===== src/rtl/k12a_wake_gen.sv =====
// Wake-source generator for the k12a core: turns raw board events into sticky,
// individually enabled pending flags that drop when the CPU leaves halt.
module k12a_wake_gen #(
    parameter int DEBOUNCE_CYCLES = 1024,
    parameter int TIMER_PERIOD    = 50000
) (
    input  logic       clock,
    input  logic       reset,
    input  logic       halted,
    input  logic [3:0] buttons,
    input  logic [7:0] gpio_in,
    input  logic       ext_irq,
    input  logic [7:0] enable_mask,
    output logic [7:0] wake_sources,
    output logic       timer_tick
);

    localparam int DB_W = $clog2(DEBOUNCE_CYCLES + 1);
    localparam int TM_W = $clog2(TIMER_PERIOD);
    localparam logic [DB_W-1:0] DB_LAST = DB_W'(DEBOUNCE_CYCLES - 1);
    localparam logic [TM_W-1:0] TM_LAST = TM_W'(TIMER_PERIOD - 1);

    // ------------------------------------------------------------------
    // Two-flop synchronizers for every asynchronous input
    // ------------------------------------------------------------------
    logic [3:0] btn_meta_reg;
    logic [3:0] btn_sync_reg;
    logic [7:0] gpio_meta_reg;
    logic [7:0] gpio_sync_reg;
    logic       irq_meta_reg;
    logic       irq_sync_reg;

    always_ff @(posedge clock or posedge reset) begin
        if (reset) begin
            btn_meta_reg  <= '0;
            btn_sync_reg  <= '0;
            gpio_meta_reg <= '0;
            gpio_sync_reg <= '0;
            irq_meta_reg  <= 1'b0;
            irq_sync_reg  <= 1'b0;
        end else begin
            btn_meta_reg  <= buttons;
            btn_sync_reg  <= btn_meta_reg;
            gpio_meta_reg <= gpio_in;
            gpio_sync_reg <= gpio_meta_reg;
            irq_meta_reg  <= ext_irq;
            irq_sync_reg  <= irq_meta_reg;
        end
    end

    // ------------------------------------------------------------------
    // Per-button debounce: a level is accepted only after it differs from
    // the stable level for DEBOUNCE_CYCLES consecutive cycles.
    // ------------------------------------------------------------------
    logic [3:0] stable_vec;
    logic [3:0] stable_d_reg;
    logic [3:0] press_event;

    genvar gi;
    generate
        for (gi = 0; gi < 4; gi++) begin : g_debounce
            logic [DB_W-1:0] count_reg;
            logic            stable_reg;

            always_ff @(posedge clock or posedge reset) begin
                if (reset) begin
                    count_reg  <= '0;
                    stable_reg <= 1'b0;
                end else if (btn_sync_reg[gi] == stable_reg) begin
                    count_reg <= '0;
                end else if (count_reg == DB_LAST) begin
                    stable_reg <= btn_sync_reg[gi];
                    count_reg  <= '0;
                end else begin
                    count_reg <= count_reg + DB_W'(1);
                end
            end

            assign stable_vec[gi]  = stable_reg;
            // Only the rising edge of the debounced level is a wake event.
            assign press_event[gi] = stable_reg & ~stable_d_reg[gi];
        end
    endgenerate

    always_ff @(posedge clock or posedge reset) begin
        if (reset) begin
            stable_d_reg <= '0;
        end else begin
            stable_d_reg <= stable_vec;
        end
    end

    // ------------------------------------------------------------------
    // Free-running periodic timer, independent of the halt state
    // ------------------------------------------------------------------
    logic [TM_W-1:0] tm_count_reg;
    logic            timer_tick_reg;
    logic            timer_event;

    assign timer_event = (tm_count_reg == TM_LAST);

    always_ff @(posedge clock or posedge reset) begin
        if (reset) begin
            tm_count_reg   <= '0;
            timer_tick_reg <= 1'b0;
        end else begin
            timer_tick_reg <= timer_event;
            tm_count_reg   <= timer_event ? '0 : tm_count_reg + TM_W'(1);
        end
    end

    assign timer_tick = timer_tick_reg;

    // ------------------------------------------------------------------
    // GPIO change and external IRQ rising-edge detectors (registered)
    // ------------------------------------------------------------------
    logic [7:0] gpio_prev_reg;
    logic [1:0] arm_reg;
    logic       gpio_event_reg;
    logic       irq_prev_reg;
    logic       irq_event_reg;
    logic       armed;

    // The synchronizers restart from zero, so the first real sample of a
    // static non-zero GPIO bus looks like a change; hold off until settled.
    assign armed = (arm_reg == 2'd3);

    always_ff @(posedge clock or posedge reset) begin
        if (reset) begin
            gpio_prev_reg  <= '0;
            arm_reg        <= '0;
            gpio_event_reg <= 1'b0;
            irq_prev_reg   <= 1'b0;
            irq_event_reg  <= 1'b0;
        end else begin
            arm_reg        <= armed ? arm_reg : arm_reg + 2'd1;
            gpio_prev_reg  <= gpio_sync_reg;
            gpio_event_reg <= armed & (|(gpio_sync_reg ^ gpio_prev_reg));
            irq_prev_reg   <= irq_sync_reg;
            irq_event_reg  <= irq_sync_reg & ~irq_prev_reg;
        end
    end

    // ------------------------------------------------------------------
    // Event staging and sticky pending flags
    // ------------------------------------------------------------------
    logic [7:0] event_vec;
    logic [7:0] event_reg;
    logic       halted_d_reg;
    logic       wake_clear;
    logic [7:0] pending_reg;
    logic [7:0] pending_next;

    assign event_vec = {irq_event_reg, 1'b0, gpio_event_reg, timer_event, press_event};

    always_ff @(posedge clock or posedge reset) begin
        if (reset) begin
            event_reg    <= '0;
            halted_d_reg <= 1'b0;
        end else begin
            event_reg    <= event_vec;
            halted_d_reg <= halted;
        end
    end

    assign wake_clear = halted_d_reg & ~halted;

    // Mask clear dominates; a new event wins over the halt-exit clear.
    generate
        for (gi = 0; gi < 8; gi++) begin : g_pending
            assign pending_next[gi] = !enable_mask[gi] ? 1'b0 :
                                      event_reg[gi]    ? 1'b1 :
                                      wake_clear       ? 1'b0 :
                                                         pending_reg[gi];
        end
    endgenerate

    always_ff @(posedge clock or posedge reset) begin
        if (reset) begin
            pending_reg <= '0;
        end else begin
            pending_reg <= pending_next;
        end
    end

    assign wake_sources = pending_reg;

endmodule

===== config.mk =====
export PLATFORM = sky130hd
export DESIGN_NAME = k12a_wake_gen
export DESIGN_NICKNAME = d
export VERILOG_FILES = /design/src/rtl/k12a_wake_gen.sv
export SDC_FILE = /design/constraint.sdc
export NUM_CORES = 1
export LEC_CHECK = 0
export CAP_MARGIN = 40
export CORE_ASPECT_RATIO = 1.2
export CORE_MARGIN = 8
export CORE_UTILIZATION = 40
export DETAILED_ROUTE_END_ITERATION = 8
export GPL_ROUTABILITY_DRIVEN = 0
export GPL_TIMING_DRIVEN = 0
export MAX_ROUTING_LAYER = met4
export PLACE_DENSITY_LB_ADDON = 0.15
export SLEW_MARGIN = 20
export SYNTH_ARGS = -nofsm -noshare
export SYNTH_HDL_FRONTEND = slang
export SYNTH_SLANG_ARGS = --single-unit

===== constraint.sdc =====
create_clock -name clock -period 4.08 [get_ports clock]
set_clock_uncertainty 0.05 [all_clocks]
set_input_delay 0.816 -clock clock [delete_from_list [all_inputs] [get_ports clock]]
set_output_delay 0.816 -clock clock [all_outputs]
set_load 0.02 [all_outputs]

* After elaboration in Yosys (flattened, before gate mapping)
Index checks and enable logic that the tools add are counted.
** Word-level totals
- Output and inout port bits :: 9
- Flip-flop bits (word level) :: 124
** Cells by class
- Eq/ne operators :: 18
- Multiplexer cells :: 25
- Bitwise logic cells :: 18
- Reduce and logical (&&, ||, !) cells :: 5
- Add/sub/neg operators :: 6
** Operators by type and width (number)
- $mux W11 :: 8
- $add A11 B1 Y11 const B :: 4
- $eq A11 B10 Y1 const B :: 4
- $ne A3 B1 Y1 const B :: 7
- $add A16 B1 Y16 const B :: 1
- $eq A16 B16 Y1 const B :: 1
- $mux W1 :: 16
- $mux W16 :: 1
- $not A1 Y1 :: 10
- $reduce_and A2 Y1 :: 4
- $reduce_or A8 Y1 :: 1
- $xor A8 B8 Y8 :: 1
- $and A1 B1 Y1 :: 7
- $eq A1 B1 Y1 :: 4
- $add A2 B1 Y2 const B :: 1
- $eq A2 B2 Y1 const B :: 1
- $ne A2 B1 Y1 const B :: 1

* Logic depth before layout (Yosys ltp)
Gate-level depths: netlist (run 1).
- Word-level depth :: 5
- Depth in mapped cells :: 6
- Depth with buffers taken out :: 5

* Worst setup path after synthesis (run 1)
No wires, ideal clock.
- Kind :: register -> register
- Start :: reg tm_count_reg[0]
- End :: reg tm_count_reg[14]
- Setup time :: 138 ps
- Slack :: 2309 ps
- Period minus slack after synthesis :: 1771 ps
- Cell stages (with the launch flop) :: 6
- Data arrival time :: 1583 ps
- Path buffers :: 0
- Required time :: 3892 ps
- Cell sequence :: dfrtp_1 ha_1 nand3_2 or4_4 nor4_4 nor2_1
** On the way
- Longest elaborated chain between the ends :: 2
- Elaborated cells on any way between the ends :: 3
- Those cells by class :: 1 x add/sub; 1 x eq/ne; 1 x mux
** RTL lines
- start: declaration :: line 96 : logic [TM_W-1:0] tm_count_reg;
- start signal: assignment :: line 108 : tm_count_reg <= timer_event ? '0 : tm_count_reg + TM_W'(1);
- $eq A16 B16 Y1 :: line 100 : assign timer_event = (tm_count_reg == TM_LAST);
- via event_vec[4] :: line 147 : logic [7:0] event_vec;
- $mux W16 :: line 108
The timed path passes the listed nets, and every way through them passes these cells.
A chain may end at the register's enable or synchronous reset.

* Worst setup path after layout (run 1)
- Start :: reg pending_reg[4], in the netlist wake_sources[4]
- End :: out wake_sources[4]
** RTL lines
- start: declaration :: line 151 : logic [7:0] pending_reg;
- start signal: assignment :: line 182 : pending_reg <= pending_next;
- end: declaration :: line 14 : output logic [7:0] wake_sources,
No word-level cell between the ends.

==> results of run 1 <==
-- metrics by stage --
| step | setup slack, ps | instances | hold slack (ps) | util | instance area (sq um) |
|---|---|---|---|---|---|
| finish | 1810 | 598 | 296 | 0.504 | 5740 |
| floorplan | 1720 | 376 | 281 | - | 4620 |
| CTS | 1760 | 598 | 298 | 0.504 | 5740 |
| detailed placement | 1930 | 566 | 285 | 0.454 | 5180 |
| global route | 1750 | 598 | 300 | 0.504 | 5740 |
| global placement | 578 | 563 | 283 | 0.449 | 5120 |
-- power by group --
part	switching, mW	internal, mW
logic	0.0517	0.0450
clock network	0.562	0.846
registers	0.0173	1.24
-- worst reg2reg max path: stages, from the launching register on --
cell and delay, ps:
dfrtp_1 380, ha_1 210, nand3_2 150, or4_4 530, nor4_4 450, nor2b_1 110
-- metal layers --
layer  global-route usage  part of all wire  vias to the layer above
met5                    -                 0                        -
met2                0.156              0.44                       53
met3               0.0416             0.042                       13
li1                     -                 -                     1359
met1                0.144              0.50                     1347
met4               0.0623             0.018                        0
-- synth_stat cells --
library cell / n
nor2_1: 58
xor2_1: 25
nor2b_1: 14
nand2_1: 13
xnor2_1: 31
and3_1: 2
nor4_1: 5
nand3_2: 1
a21oi_1: 13
or4_4: 1
buf_4: 1
o21ai_0: 3
or3_1: 3
or2_2: 4
nand4_1: 14
nand4b_1: 1
dfrtp_1: 122
conb_1: 1
nand3_1: 18
nand2b_1: 4
mux2_2: 5
nor3b_1: 1
clkbuf_1: 4
ha_1: 6
and4_1: 2
a21boi_0: 1
inv_1: 10
nor4b_1: 3
nor4_4: 1
nor3_1: 9
-- final cells by class --
class                           instances  area [sq um]
Buffer                                  5          22.5
Clock buffer                           17           425
Clock inverter                         15           140
Fill cell                            1027          5660
Inverter                               10          41.3
Multi-Input combinational cell        239          1510
Sequential cell                       122          3050
Tap cell                              157           196
Timing Repair Buffer                   33           360
-- cells by family (layout without fill, tap and decap cells) --
family / after synthesis / in the layout / synth area share
AO/OA/AOI/OAI: 17 / 17 / 0.0190
XOR/XNOR: 56 / 56 / 0.106
adder cells (fa/ha/maj): 6 / 6 / 0.0163
buffers and inverters: 15 / 80 / 0.0130
flip-flops: 122 / 122 / 0.661
multiplexers: 5 / 5 / 0.0122
other: 1 / 1 / 0.000812
AND/OR/NAND/NOR: 154 / 154 / 0.171
-- how the worst max path moves through the flow --
stage                          startpoint          endpoint  slack (ps)  depth (start not counted)
after CTS                 wake_sources[4]   wake_sources[4]        1760                          1
after global placement              reset  gpio_prev_reg[7]         580                          2
after floorplan                     reset        arm_reg[0]        1720                          1
after detailed placement            reset  tm_count_reg[15]        1930                          4
after global routing      wake_sources[4]   wake_sources[4]        1750                          1
final                     wake_sources[4]   wake_sources[4]        1810                          1
==> impl_metrics.tcl, run 1 <==
set metrics [dict create \
    status "completed" \
    clockRootBuffer "clkbuf_16" \
    firstDrtPassIters 4 \
    synth_fp_nets 406 \
    ctsHoldBuffers 0 \
    synth.avg_cell_area_sq_um 12.3 \
    postRouteAntennaNets 0 \
    drt_first_iter_violations 159 \
    ctsResizeCount 0 \
    antenna_cells 0 \
    synth_seq_area_share 0.661 \
    routedWlPerCell_um 12.6 \
    grt-ovfl-total 0 \
    fin_crit_sh 0.556 \
    startpoint_type "flop" \
    final_cell_mix "122 x dfrtp_1, 58 x nor2_1, 31 x xnor2_1" \
    leakage_nw 2.48 \
    cts.clk_slew.worst_paths_ps 60 \
    place_hpwl_um 5070 \
    power_mw 2.76 \
    die-area_sq_um 15300 \
    grt_pass1_wl_um 13100 \
    largest_reg_flops 44 \
    worst_slew_pin_slew_ps 583 \
    worstHoldStart "irq_event_reg" \
    critPathSlowestCell "clkdlybuf4s50_1" \
    cts-htree-levels 4 \
    synth_top_area_share 0.661 \
    totalWireLength_um 7540 \
    min_to "event_reg[7]" \
    grt_use_total 0.114 \
    start_util 0.405 \
    yosys_warnings 0 \
    antenna_found_initial 0 \
    final_common_cell "dfrtp_1" \
    synth.distinct_cells 30 \
    drc 0 \
    maxSlewHeadroom 0.608 \
    tritoncts.num_buffers 17 \
    final.setup.tns_ps 0 \
    vias_per_cell 4.64 \
    ys_ff_latch 122 \
    cp_top_family "buffers and inverters" \
    synth_area_leader_cell "dfrtp_1" \
    ios 33 \
    power_density_nw_per_um2 481 \
    cts_tree "yes" \
    holdPathStages 0 \
    setup_viol 0 \
    coreArea_sq_um 11400 \
    cp_cell_sequence "clkdlybuf4s50_1" \
    rr_worst_depth 5 \
    clkSinkCount 122 \
    cp_num_buf_inv 1 \
    layout.nets 458 \
    worstSetupEndpointType "output port" \
    hold_viol 0 \
    post-cts-setup-buffers 0 \
    netlist_area_sq_um 4620 \
    cp_slowest_stage_delay_ps 630 \
    rr_endpoint "tm_count_reg[1]" \
    critical_path_class "reg -> out" \
    drv_slew 0 \
    timing.fmax_mhz 441 \
    port_buffers 30 \
    cts_buffer_depth 2 \
    first_global_vias 2746 \
    ff2ff_setup_slack_ps 2050 \
    insertion_delay_ps 410 \
    required_ps 3210 \
    path_max_fanout 2 \
    die_w_um 114 \
    reg2reg_from "tm_count_reg[0]" \
    rows 43 \
    arrival_ps 1400 \
    area_growth_pct 24.4 \
    worstHoldPathType "reg -> reg" \
    grt_max_degree 35 \
    vias 2772 \
    rsz0062_at_grt "false" \
    ir_worst_vdd_mv 0.188 \
    postSynthCellCount 376 \
    dieHeight_um 134 \
    synthTopCellsByArea "dfrtp_1 66%, xnor2_1 5.9%, xor2_1 4.7%" \
    maxCapViolCount 0 \
    fin_crit_ps 2270 \
    drive_above_1_share 0.111 \
]
Power figures use the tool's default switching activity.
==> run 2, diff against run 1 <==
==> constraint.sdc (replaced) <==
create_clock -name clock -period 2 [get_ports clock]
set_clock_uncertainty 0.05 [all_clocks]
set_input_delay 0.4 -clock clock [delete_from_list [all_inputs] [get_ports clock]]
set_output_delay 0.4 -clock clock [all_outputs]
set_load 0.02 [all_outputs]
==> impl_metrics.tcl, run 2 (synthesized netlist as in run 1, its figures left out) <==
set metrics [dict create \
    status "completed" \
    first_global_vias 2764 \
    final_cell_mix "122 x dfrtp_1, 58 x nor2_1, 31 x xnor2_1" \
    vias_per_cell 4.63 \
    firstDrtPassIters 4 \
    worst_slew_pin_slew_ps 571 \
    final_area_sq_um 5800 \
    totalWireLength_um 7600 \
    grt_max_degree 35 \
    port_buffers 30 \
    startpoint_type "flop" \
    ios 33 \
    worstSetupEndpointType "flop" \
    rr_endpoint "tm_count_reg[1]" \
    vias 2769 \
    cts_tree "yes" \
    arrival_ps 2120 \
    place_hpwl_um 5070 \
    fin_crit_sh 0.938 \
    maxSlewHeadroom 0.618 \
    ir_worst_vdd_mv 0.383 \
    dieHeight_um 134 \
    power_mw 5.64 \
    leakage_nw 2.49 \
    drc 0 \
    clockRootBuffer "clkbuf_16" \
    n_fill_cell 1018 \
    setup_viol 0 \
    insertion_delay_ps 410 \
    maxCapViolCount 0 \
    required_ps 2240 \
    drt_first_iter_violations 172 \
    drive_above_1_share 0.129 \
    multi_input_area_sq_um 1550 \
    final_common_cell "dfrtp_1" \
    holdPathStages 0 \
    die_w_um 114 \
    reg2reg_from "tm_count_reg[0]" \
    ff2ff_setup_slack_ps 120 \
    cts.clk_slew.worst_paths_ps 50 \
    worstHoldStart "gpio_meta_reg[7]" \
    grt_use_total 0.115 \
    power_density_nw_per_um2 972 \
    min_to "gpio_sync_reg[7]" \
    largest_reg_flops 44 \
    fin_crit_ps 1880 \
    grt_pass1_wl_um 13200 \
    coreArea_sq_um 11400 \
    antenna_cells 0 \
    routedWlPerCell_um 12.7 \
    path_max_fanout 6 \
    regArea_sq_um 3050 \
    die-area_sq_um 15300 \
    place_area_sq_um 5180 \
    hold_viol 0 \
    antenna_found_initial 0 \
    timing.fmax_mhz 533 \
    clkSinkCount 122 \
    layout.nets 458 \
    rr_worst_depth 6 \
    cts_buffer_depth 2 \
    ctsHoldBuffers 0 \
    tritoncts.num_buffers 17 \
    drv_slew 0 \
    area_growth_pct 25.6 \
    worstHoldPathType "reg -> reg" \
    cts-htree-levels 4 \
    rows 43 \
    critical_path_class "reg -> reg" \
    postRouteAntennaNets 0 \
    rsz0062_at_grt "false" \
    grt-ovfl-total 0 \
    start_util 0.405 \
]
-- run 2: cell count changes in the layout (fill, tap and decap cells not counted), sizes merged --
cell    previous run  this run
clkbuf            21        18
buf                4         7
-- run 2: worst max-delay path: stages, from the launching register on --
cell,delay [ps]
dfrtp_1,390
ha_2,230
nand3_4,110
or4_4,500
nor4_4,240
buf_4,190
nor2b_1,50
-- run 2: report_power, final --
| group | leakage [nW] | switching [mW] | internal (mW) |
|---|---|---|---|
| clock | 0.267 | 1.15 | 1.73 |
| combinational | 0.656 | 0.104 | 0.0908 |
| sequential | 1.57 | 0.0352 | 2.53 |
-- run 2: repair_timing --
action | in CTS | in global routing
endpoints found under the setup margin | 24 | 34
endpoints found under the hold margin | 0 | 0
gates resized for setup | 3 | 4
buffers inserted | 2 | 1
pin swaps | 1 | 1
-- run 2: how the worst max path moves through the flow --
stage                                     from  cells after the start                          to  slack, ps
detailed placement             tm_count_reg[0]                      5            tm_count_reg[15]        -60
global placement                         reset                      2            gpio_prev_reg[7]      -1090
finish                         tm_count_reg[0]                      6             tm_count_reg[1]        120
floorplan                                reset                      1                  arm_reg[0]         50
global route        g_debounce[1].count_reg[0]                      6  g_debounce[1].count_reg[5]         20
CTS                 g_debounce[3].count_reg[0]                      6  g_debounce[3].count_reg[7]         40
-- run 2: cell type report --
class                           count  share of cell area
Buffer                              2             0.00194
Clock buffer                       17              0.0734
Clock inverter                     15              0.0242
Inverter                           10             0.00712
Multi-Input combinational cell    239               0.267
Sequential cell                   122               0.526
Tap cell                          157              0.0339
Timing Repair Buffer               36              0.0660
-- run 2: per-stage QoR --
stage               setup WS (ps)  cells  utilization  hold slack, ps  TNS [ps]
floorplan                    52.7    376            -             281         0
global placement            -1090    563        0.449             283   -131970
detailed placement          -56.4    566        0.454             285      -506
CTS                          43.4    600        0.507             298         0
global route                 20.3    598        0.508             300         0
finish                        123    598        0.508             296         0
-- run 2: metal layers --
metal / routed length (um) / global-route usage / part of all wire
met5: 0 / - / 0
met4: 139 / 0.0623 / 0.018
met1: 3770 / 0.146 / 0.50
met3: 350 / 0.0416 / 0.046
met2: 3340 / 0.158 / 0.44
==> run 3, diff against run 2 <==
--- a/config.mk
+++ b/config.mk
@@ -9,6 +9,7 @@
 export CORE_ASPECT_RATIO = 1.2
 export CORE_MARGIN = 8
 export CORE_UTILIZATION = 40
+export CTS_CLUSTER_DIAMETER = 100
 export DETAILED_ROUTE_END_ITERATION = 8
 export GPL_ROUTABILITY_DRIVEN = 0
 export GPL_TIMING_DRIVEN = 0
==> results of run 3 <==
The final DEF is identical to that of run 2; final timing and power are the same.
